$ cat config.mk
export PLATFORM = sky130hd
export DESIGN_NAME = stim_scheduler
export DESIGN_NICKNAME = d
export VERILOG_FILES = /design/src/rtl/stim_scheduler.sv
export SDC_FILE = /design/constraint.sdc
export NUM_CORES = 1
export LEC_CHECK = 0
export ABC_CLOCK_PERIOD_IN_PS = 2630
export BUFFER_PORTS_ARGS = -buffer_cell sky130_fd_sc_hd__buf_4
export CORE_MARGIN = 4
export CORE_UTILIZATION = 40
export CTS_CLUSTER_DIAMETER = 80
export DETAILED_ROUTE_END_ITERATION = 10
export GPL_TIMING_DRIVEN = 0
export PLACE_DENSITY = 0.57
export SETUP_SLACK_MARGIN = 0.5
export SLEW_MARGIN = 20
export SYNTH_ARGS = -nofsm -noshare
export SYNTH_HDL_FRONTEND = slang
export SYNTH_SLANG_ARGS = --single-unit
$ cat constraint.sdc
create_clock -name clk_i -period 2.63 [get_ports clk_i]
set_input_delay 0.263 -clock clk_i [delete_from_list [all_inputs] [get_ports clk_i]]
set_output_delay 0.263 -clock clk_i [all_outputs]
set_load 0.1 [all_outputs]
$ cat src/rtl/stim_scheduler.sv
// stim_scheduler
//   Closed-loop stimulation sequencer. A per-window majority-vote detection
//   is debounced over CONF_CNT consecutive valid positive windows. A
//   confirmed event then produces a burst of N_PULSES pulses: ON_CYC high,
//   OFF_CYC low between pulses. A REFRACT_CYC hold-off follows, during which
//   detections are ignored.
//
// Ports
//   clk_i          system clock
//   rst_i          synchronous active-high reset
//   en_i           scheduler enable (gates entry into and progress of confirmation)
//   det_i          majority-vote detection flag
//   det_valid_i    det_i is meaningful only while this is high
//   abort_i        immediate burst cancel, no refractory
//   stim_out_o     registered stimulator drive
//   busy_o         high whenever the scheduler is not idle
//   burst_start_o  one-cycle pulse on entry to the first pulse of a burst
//   pulse_idx_o    0-based pulse number within the burst, 0 when idle
//   event_cnt_o    saturating confirmed-burst count
//
// Optional feature macro: STIM_EVENT_CNT_EN
//   Defined   : event_cnt_o counts burst starts, saturates at 16'hFFFF, rst only clears it.
//   Undefined : event_cnt_o is tied to zero and no counter is built.
module stim_scheduler #(
  parameter int CONF_CNT    = 4,
  parameter int N_PULSES    = 8,
  parameter int ON_CYC      = 100,
  parameter int OFF_CYC     = 400,
  parameter int REFRACT_CYC = 50000,
  parameter int CNT_W       = 20,
  localparam int PIDX_W     = $clog2(N_PULSES + 1)
) (
  input  logic              clk_i,
  input  logic              rst_i,
  input  logic              en_i,
  input  logic              det_i,
  input  logic              det_valid_i,
  input  logic              abort_i,
  output logic              stim_out_o,
  output logic              busy_o,
  output logic              burst_start_o,
  output logic [PIDX_W-1:0] pulse_idx_o,
  output logic [15:0]       event_cnt_o
);

  localparam int CONF_W = $clog2(CONF_CNT + 1);

  localparam logic [2:0] S_IDLE      = 3'd0;
  localparam logic [2:0] S_CONFIRM   = 3'd1;
  localparam logic [2:0] S_PULSE_ON  = 3'd2;
  localparam logic [2:0] S_PULSE_OFF = 3'd3;
  localparam logic [2:0] S_REFRACT   = 3'd4;

  // Timers load value-1 so a phase lasts exactly value cycles.
  localparam logic [CNT_W-1:0]  ON_LOAD   = CNT_W'(ON_CYC - 1);
  localparam logic [CNT_W-1:0]  OFF_LOAD  = CNT_W'(OFF_CYC - 1);
  localparam logic [CNT_W-1:0]  REF_LOAD  = CNT_W'(REFRACT_CYC - 1);
  localparam logic [CNT_W-1:0]  TIMER_Z   = {CNT_W{1'b0}};
  localparam logic [CONF_W-1:0] CONF_Z    = {CONF_W{1'b0}};
  localparam logic [CONF_W-1:0] CONF_ONE  = CONF_W'(1);
  localparam logic [CONF_W-1:0] CONF_LAST = CONF_W'(CONF_CNT - 1);
  localparam logic [PIDX_W-1:0] PIDX_Z    = {PIDX_W{1'b0}};
  localparam logic [PIDX_W-1:0] PIDX_LAST = PIDX_W'(N_PULSES - 1);

  logic [2:0]        state_q, state_d;
  logic [CONF_W-1:0] conf_q, conf_d;
  logic [CNT_W-1:0]  timer_q, timer_d;
  logic [PIDX_W-1:0] pidx_q, pidx_d;
  logic              start_d;
  logic              stim_q, busy_q, bstart_q;
  logic              qualify_s;

  assign qualify_s = en_i & det_valid_i & det_i;

  // Next-state logic: abort overrides every normal transition.
  always_comb begin
    state_d = state_q;
    conf_d  = conf_q;
    timer_d = timer_q;
    pidx_d  = pidx_q;
    start_d = 1'b0;
    if (abort_i) begin
      // Abort in IDLE is a no-op, including suppressing a qualifying detection.
      if (state_q != S_IDLE) begin
        state_d = S_IDLE;
        conf_d  = CONF_Z;
        timer_d = TIMER_Z;
        pidx_d  = PIDX_Z;
      end else begin
        state_d = S_IDLE;
      end
    end else begin
      case (state_q)
        S_IDLE: begin
          if (qualify_s) begin
            if (CONF_CNT == 1) begin
              state_d = S_PULSE_ON;
              timer_d = ON_LOAD;
              pidx_d  = PIDX_Z;
              conf_d  = CONF_Z;
              start_d = 1'b1;
            end else begin
              state_d = S_CONFIRM;
              conf_d  = CONF_ONE;
            end
          end else begin
            state_d = S_IDLE;
          end
        end
        S_CONFIRM: begin
          if (!en_i) begin
            state_d = S_IDLE;
            conf_d  = CONF_Z;
          end else if (!det_valid_i) begin
            // Invalid windows neither count nor break the run.
            state_d = S_CONFIRM;
          end else if (det_i) begin
            if (conf_q == CONF_LAST) begin
              state_d = S_PULSE_ON;
              timer_d = ON_LOAD;
              pidx_d  = PIDX_Z;
              conf_d  = CONF_Z;
              start_d = 1'b1;
            end else begin
              conf_d = conf_q + CONF_ONE;
            end
          end else begin
            state_d = S_IDLE;
            conf_d  = CONF_Z;
          end
        end
        S_PULSE_ON: begin
          if (timer_q != TIMER_Z) begin
            timer_d = timer_q - 1'b1;
          end else if (pidx_q < PIDX_LAST) begin
            state_d = S_PULSE_OFF;
            timer_d = OFF_LOAD;
          end else begin
            // Last pulse: no trailing OFF gap.
            state_d = S_REFRACT;
            timer_d = REF_LOAD;
          end
        end
        S_PULSE_OFF: begin
          if (timer_q != TIMER_Z) begin
            timer_d = timer_q - 1'b1;
          end else begin
            state_d = S_PULSE_ON;
            timer_d = ON_LOAD;
            pidx_d  = pidx_q + 1'b1;
          end
        end
        S_REFRACT: begin
          if (timer_q != TIMER_Z) begin
            timer_d = timer_q - 1'b1;
          end else begin
            state_d = S_IDLE;
            pidx_d  = PIDX_Z;
          end
        end
        default: begin
          state_d = S_IDLE;
          conf_d  = CONF_Z;
          timer_d = TIMER_Z;
          pidx_d  = PIDX_Z;
        end
      endcase
    end
  end

  // State and registered outputs; outputs are decoded from next state so they align with it.
  always_ff @(posedge clk_i) begin
    if (rst_i) begin
      state_q  <= S_IDLE;
      conf_q   <= CONF_Z;
      timer_q  <= TIMER_Z;
      pidx_q   <= PIDX_Z;
      stim_q   <= 1'b0;
      busy_q   <= 1'b0;
      bstart_q <= 1'b0;
    end else begin
      state_q  <= state_d;
      conf_q   <= conf_d;
      timer_q  <= timer_d;
      pidx_q   <= pidx_d;
      stim_q   <= (state_d == S_PULSE_ON);
      busy_q   <= (state_d != S_IDLE);
      bstart_q <= start_d;
    end
  end

  assign stim_out_o    = stim_q;
  assign busy_o        = busy_q;
  assign burst_start_o = bstart_q;
  assign pulse_idx_o   = pidx_q;

`ifdef STIM_EVENT_CNT_EN
  logic [15:0] event_cnt_q, event_cnt_d;

  // Saturating burst counter; abort does not clear it.
  always_comb begin
    event_cnt_d = event_cnt_q;
    if (start_d && (event_cnt_q != 16'hFFFF)) begin
      event_cnt_d = event_cnt_q + 16'd1;
    end else begin
      event_cnt_d = event_cnt_q;
    end
  end

  // Event counter register, cleared only by reset.
  always_ff @(posedge clk_i) begin
    if (rst_i) begin
      event_cnt_q <= 16'd0;
    end else begin
      event_cnt_q <= event_cnt_d;
    end
  end

  assign event_cnt_o = event_cnt_q;
`else
  assign event_cnt_o = 16'd0;
`endif

endmodule
==> results of run 1 <==
## report_power, final
group,internal (uW),leakage [uW],switching [uW]
clock,174,0.0000399,180
sequential,501,0.000268,1.15
combinational,37.4,0.000844,138
## per-layer routing
metal  wire length, um  share of wire (%)
met1              2870                 48
met2              2700                 45
met3               380                6.3
met4                71                1.2
met5                 0                  0
## cell usage in the layout, fill, tap and decap left out, types with 6 or more instances in the layout
cell type / netlist / routed
buf_4: 17 / 46
dfxtp_1: 33 / 29
a21oi_1: 31 / 26
nand2_1: 25 / 25
nor2_1: 23 / 23
o21ai_0: 26 / 22
conb_1: 1 / 16
nand3_1: 12 / 10
nor3_1: 14 / 10
inv_1: 11 / 9
or3_1: 6 / 6
## state kept, by name, indices dropped and copies added, names as in the netlist
| register | flops |
|---|---|
| timer_q | 20 |
| pulse_idx_o | 4 |
| conf_q | 3 |
| state_q | 3 |
| burst_start_o | 1 |
| busy_o | 1 |
| stim_out_o | 1 |
## worst max-delay path, delay by kind of cell (launching register included)
kind	cells	cell delay, ps
flip-flops	1	330
AND/OR/NAND/NOR	4	1220
AO/OA/AOI/OAI	1	130
buffers and inverters	2	220
adder cells (fa/ha/maj)	1	140
## what timing repair did
item                                   in CTS  in global routing
cloned                                      0                  0
setup endpoints to repair                  25                 27
pin swaps                                   8                 11
gates resized for setup                    15                 33
buffers inserted                           13                  5
endpoints found under the hold margin       0                  0
## kinds of logic after synthesis
| kind of cell | synth area share [%] |
|---|---|
| multiplexers | 1.92 |
| flip-flops | 30.7 |
| buffers and inverters | 10.3 |
| other | 0.174 |
| AO/OA/AOI/OAI | 23.8 |
| XOR/XNOR | 2.44 |
| AND/OR/NAND/NOR | 28.9 |
| adder cells (fa/ha/maj) | 1.74 |
## per-stage QoR
| step | hold slack (ps) | power [uW] | setup slack [ps] | util [%] |
|---|---|---|---|---|
| detailed placement | 472 | 681 | 172 | 46.2 |
| finish | 329 | 1030 | 526 | 53.7 |
| global route | 363 | 1080 | 428 | 53.7 |
| global placement | 465 | 681 | 154 | 46.2 |
| CTS | 323 | 1040 | 494 | 50.7 |
| floorplan | 445 | 662 | 551 | - |
## how the worst min path moves through the flow
stage,endpoint,slack [ps],cells past startpoint,start
finish,state_q[0],330,3,en_i
global route,conf_q[0],360,4,abort_i
CTS,state_q[0],320,3,en_i
detailed placement,timer_q[16],470,2,timer_q[16]
global placement,timer_q[16],470,2,timer_q[16]
floorplan,timer_q[16],450,2,timer_q[16]
## final cells by class
class / count / area share (%)
multi-input combinational: 231 / 53.5
sequential: 33 / 24.0
clock inverter: 1 / 0.180
buffer: 28 / 7.16
inverter: 11 / 1.49
timing repair buffer: 30 / 8.10
tap: 70 / 3.15
clock buffer: 5 / 2.48
==> run_results.csv, run 1 <==
group,metric,value,unit
global_route,grt_pass1_vias,2034,
pwr,leakage,0.00115,uW
critical_path,r2r_cells,8,
sta,min_period_over_period,80.0,%
sta,report.final.slew_viol_count,0,
cells_and_area,register_area,666,sq um
logic_synthesis,ys_top_cells_by_count,"dfxtp_1 (33), a21oi_1 (31), o21ai_0 (26)",
cells_and_area,fin_area,0.00278,sq mm
cells_and_area,area_growth,29.1,%
cells_and_area,nNetsFinal,349,
routing,firstDrtPassIters,4,
clocking,cts_buffer_depth,2,
critical_path,arrival,2320,ps
cells_and_area,drive_gt1_share,28.3,%
critical_path,required,2850,ps
logic_synthesis,yosysTopAreaCell,"dfxtp_1",
routing,routed_wl,6.03,mm
outcome,status,"complete, no violations",
die,die_w,81.4,um
sta,fin_crit,2100,ps
logic_synthesis,synth.most_common_cell,"dfxtp_1",
cells_and_area,diodes,0,
logic_synthesis,ys_seq_elements,33,
sta,finalHoldViolCount,0,
cells_and_area,finalNonFillerCells,409,
logic_synthesis,ys_warn_count,0,
critical_path,cp_cell_sequence,"inv_2, ha_4, or4b_4, nor2_4, nand3_2, buf_6, or4_4, a21oi_2",
die,start_util,41.6,%
routing,avgViaCountPerCell,5.36,
clocking,cts_root_buf,"clkbuf_8",
logic_synthesis,ys.flop_type,"dfxtp_1",
critical_path,worstSetupStartpoint,"timer_q[0]",
die,io_pins,29,
critical_path,timing.rr.end,"pulse_idx_o[2]",
critical_path,crit_path_end,"pulse_idx_o[2]",
sta,clock.fmax,0.475,GHz
pwr,irDropWorstVdd,0.261,mV
clocking,cts.reportedPaths.clkPinSlew,60,ps
critical_path,timing.rr.start,"timer_q[0]",
logic_synthesis,ys_types,53,
die,core-area,0.00517,sq mm
routing,postRouteAntennaNets,0,
placement,hpwlAfterDp,4.24,mm
logic_synthesis,synth_area_per_cell,7.48,sq um
logic_synthesis,async_flop_share,0,%
die,dieArea,0.00662,sq mm
pwr,powerDensity,371,mW/mm^2
global_route,grt.overflow.total,0,
sta,rsz0062_at_grt,"yes",
worst_hold_path,hold_path_class,"in2reg",
flow_run,cap_violations,0,
global_route,grt.busiest_layer,"met2",
routing,post-route-drc-count,0,
sta,setup_viol,0,
critical_path,cpMaxStageDelayCell,"or4b_4",
global_route,grt.met3_usage,3.99,%
critical_path,rrSetupSlack,530,ps
clocking,cts_hold_buf,0,
routing,dr.first_iter.drc_count,209,
logic_synthesis,ys_seq_area_share,30.7,%
logic_synthesis,synth_edf_count,0,
die,rows,26,
global_route,use_met1,26.7,%
placement,dpl_cell_area,0.00239,sq mm
critical_path,path_class,"reg2reg",
global_route,grt_max_degree,11,
critical_path,crit_path_start_kind,"register",
clocking,cts_tree,"built",
critical_path,slowest_delay,520,ps
clocking,clkLatencyLatePin,280,ps
die,die_h,81.4,um
clocking,cts.sinks,33,
logic_synthesis,synth_top_area_share,30.7,%
global_route,track_usage,19.4,%
global_route,met2_usage,29.4,%
global_route,antenna_found_initial,0,
cells_and_area,multi_input_area,0.00149,sq mm
logic_synthesis,synth_area_leaders,"dfxtp_1 (31%), a21oi_1 (7.2%), o21ai_0 (6.0%)",
logic_synthesis,synthCells,288,
critical_path,cp_max_fo,8,
placement,gp_congestion,0.853,
clocking,cts_max_level,2,
logic_synthesis,synth_area,0.00215,sq mm
sta,fin_skew,2.92,ps
global_route,grt_pass1_wl,9.96,mm
clocking,cts_buffers,5,
cells_and_area,nFillCells,508,
routing,wl_per_cell,14.7,um
routing,routed-via-count,2194,
placement,dp_cells,385,
sta,relSlewSlack,60.7,%
critical_path,cp-end-kind,"register",
sta,fin_setup_tns,0,ps
placement,port_buffers,12,
sta,tightestPinTransition,590,ps
Note: power is estimated with default switching activity, not from simulation.
==> run 2, diff against run 1 <==
--- a/config.mk
+++ b/config.mk
@@ -5,7 +5,7 @@
 export SDC_FILE = /design/constraint.sdc
 export NUM_CORES = 1
 export LEC_CHECK = 0
-export ABC_CLOCK_PERIOD_IN_PS = 2630
+export ABC_CLOCK_PERIOD_IN_PS = 2080
 export BUFFER_PORTS_ARGS = -buffer_cell sky130_fd_sc_hd__buf_4
 export CORE_MARGIN = 4
 export CORE_UTILIZATION = 40
==> constraint.sdc (replaced) <==
create_clock -name clk_i -period 2.08 [get_ports clk_i]
set_input_delay 0.208 -clock clk_i [delete_from_list [all_inputs] [get_ports clk_i]]
set_output_delay 0.208 -clock clk_i [all_outputs]
set_load 0.1 [all_outputs]
==> run 2 against run 1 <==
  * The run now ends with negative setup slack left
  * Clock-buffer cell count increased by 2
  * Core utilization increased by 8.3 points
  * Sequential power is 25% higher
  * Critical path type unchanged
  * Clock power up 83%
  * Via count increased by 6.7%
  * Highest routed layer unchanged
==> run_results.csv, run 2 (synthesized netlist as in run 1, its figures left out) <==
group,metric,value,unit
global_route,grt_pass1_vias,2208,
routing,firstDrtPassIters,4,
cells_and_area,drive_gt1_share,42.6,%
clocking,cts_hold_buf,0,
cells_and_area,diodes,0,
sta,min_period_over_period,103,%
die,rows,26,
critical_path,cpMaxStageDelayCell,"or4b_4",
critical_path,cp-end-kind,"register",
clocking,cts_max_level,2,
critical_path,cp_cell_sequence,"inv_2, ha_4, or4b_4, nor2_4, nand3_4, buf_6, or4_4, a21oi_2",
routing,routed_wl,6.82,mm
sta,fin_setup_tns,-587,ps
sta,tightestPinTransition,663,ps
critical_path,arrival,2370,ps
critical_path,timing.rr.end,"pulse_idx_o[3]",
outcome,status,"finished with violations",
clocking,cts_root_buf,"clkbuf_8",
routing,postRouteAntennaNets,0,
critical_path,timing.rr.start,"timer_q[1]",
clocking,cts_tree,"built",
worst_hold_path,hold_depth,4,
placement,dp_cells,385,
routing,post-route-drc-count,0,
cells_and_area,finalNonFillerCells,427,
placement,pre_cts_ws,-388,ps
outcome,violations,"negative setup slack",
sta,setup_viol,18,
die,io_pins,29,
clocking,clkLatencyLatePin,290,ps
critical_path,cp_num_cells,8,
critical_path,path_buf_inv,2,
routing,routed-via-count,2341,
cells_and_area,nNetsFinal,365,
placement,gp_congestion,0.856,
pwr,leakage,0.00130,uW
critical_path,slowest_delay,520,ps
sta,relSlewSlack,55.8,%
cells_and_area,final_common_cell,"buf_4",
global_route,track_usage,20.7,%
pwr,powerDensity,472,mW/mm^2
clocking,cts_buffer_depth,2,
sta,fin_skew,6.57,ps
pwr,irDropWorstVdd,0.263,mV
critical_path,cp_top_family,"simple AND/OR/NAND/NOR gates",
clocking,cts.reportedPaths.clkPinSlew,70,ps
worst_hold_path,hold_path_class,"in2reg",
sta,rsz0062_at_grt,"yes",
critical_path,rrSetupSlack,-70,ps
sta,finalHoldViolCount,0,
flow_run,cap_violations,0,
cells_and_area,largest_reg_flops,20,
critical_path,path_class,"reg2reg",
worst_hold_path,min_from,"abort_i",
clocking,cts.sinks,33,
routing,dr.first_iter.drc_count,229,
critical_path,r2r_cells,8,
critical_path,cp_max_fo,5,
global_route,grt_max_degree,11,
critical_path,required,2300,ps
global_route,grt_pass1_wl,10.6,mm
worst_hold_path,hold_end,"conf_q[0]",
sta,clock.fmax,0.466,GHz
die,dieArea,0.00662,sq mm
die,start_util,41.6,%
die,die_h,81.4,um
placement,hpwlAfterDp,4.21,mm
die,die_w,81.4,um
routing,avgViaCountPerCell,5.48,
sta,fin_ws,-68.2,ps
critical_path,crit_path_start_kind,"register",
die,core-area,0.00517,sq mm
global_route,grt.overflow.total,0,
clocking,cts_buffers,5,
global_route,antenna_found_initial,0,
cells_and_area,largest-register,"timer_q",
sta,fin_crit,2150,ps
cells_and_area,area_growth,49.0,%
placement,port_buffers,12,
cells_and_area,mostFrequentLayoutCells,"buf_4 (56), dfxtp_1 (26), nand2_1 (20), nor2_1 (18), a21oi_1 (18)",
sta,report.final.slew_viol_count,0,
routing,wl_per_cell,16.0,um
-- run 2: through the flow --
| stage | total power, uW | hold slack [ps] | util, % | cell area (sq um) |
|---|---|---|---|---|
| floorplan | 835 | 391 | - | 2230 |
| global placement | 858 | 465 | 46.6 | 2410 |
| detailed placement | 858 | 477 | 46.6 | 2410 |
| CTS | 1510 | 227 | 56.9 | 2940 |
| global route | 1560 | 243 | 62.0 | 3210 |
| finish | 1510 | 234 | 62.0 | 3210 |
-- run 2: area by class of cell --
cell class	count	area (sq um)
sequential	33	679
tap	70	87.6
multi-input combinational	231	1710
fill	448	1960
buffer	28	206
inverter	11	41.3
clock buffer	7	86.3
clock inverter	1	30.0
timing repair buffer	46	372
-- run 2: tightest hold or removal path, stage by stage --
cell	delay [ps]
buf_4	100
nor3_2	50
nand3_1	60
a21oi_1	60
-- run 2: repair_timing --
item                       in CTS  in global routing
setup endpoints to repair      33                 33
buffers inserted               23                  8
pin swaps                      15                 11
gates cloned                    2                  1
resized for setup              58                 58
-- run 2: how the worst max path moves through the flow --
stage	from	to	slack, ps
after detailed placement	state_q[1]	timer_q[17]	-390
after floorplan	timer_q[1]	pulse_idx_o[2]	90
after global routing	timer_q[0]	timer_q[2]	-130
after global placement	state_q[1]	timer_q[17]	-340
after CTS	timer_q[0]	pulse_idx_o[3]	-20
final	timer_q[1]	pulse_idx_o[3]	-70
-- run 2: power by group --
part           internal (uW)  switching (uW)
Sequential               628            1.59
Combinational           54.9             184
Clock                    391             255
-- run 2: routing by layer --
| layer | vias up | part of all wire [%] | global-route usage [%] |
|---|---|---|---|
| met3 | 6 | 4.4 | 3.88 |
| met1 | 1115 | 44 | 27.2 |
| met2 | 62 | 50 | 34.4 |
| met4 | 0 | 0.97 | 6.08 |
| met5 | - | 0 | 0 |
| li1 | 1158 | - | - |
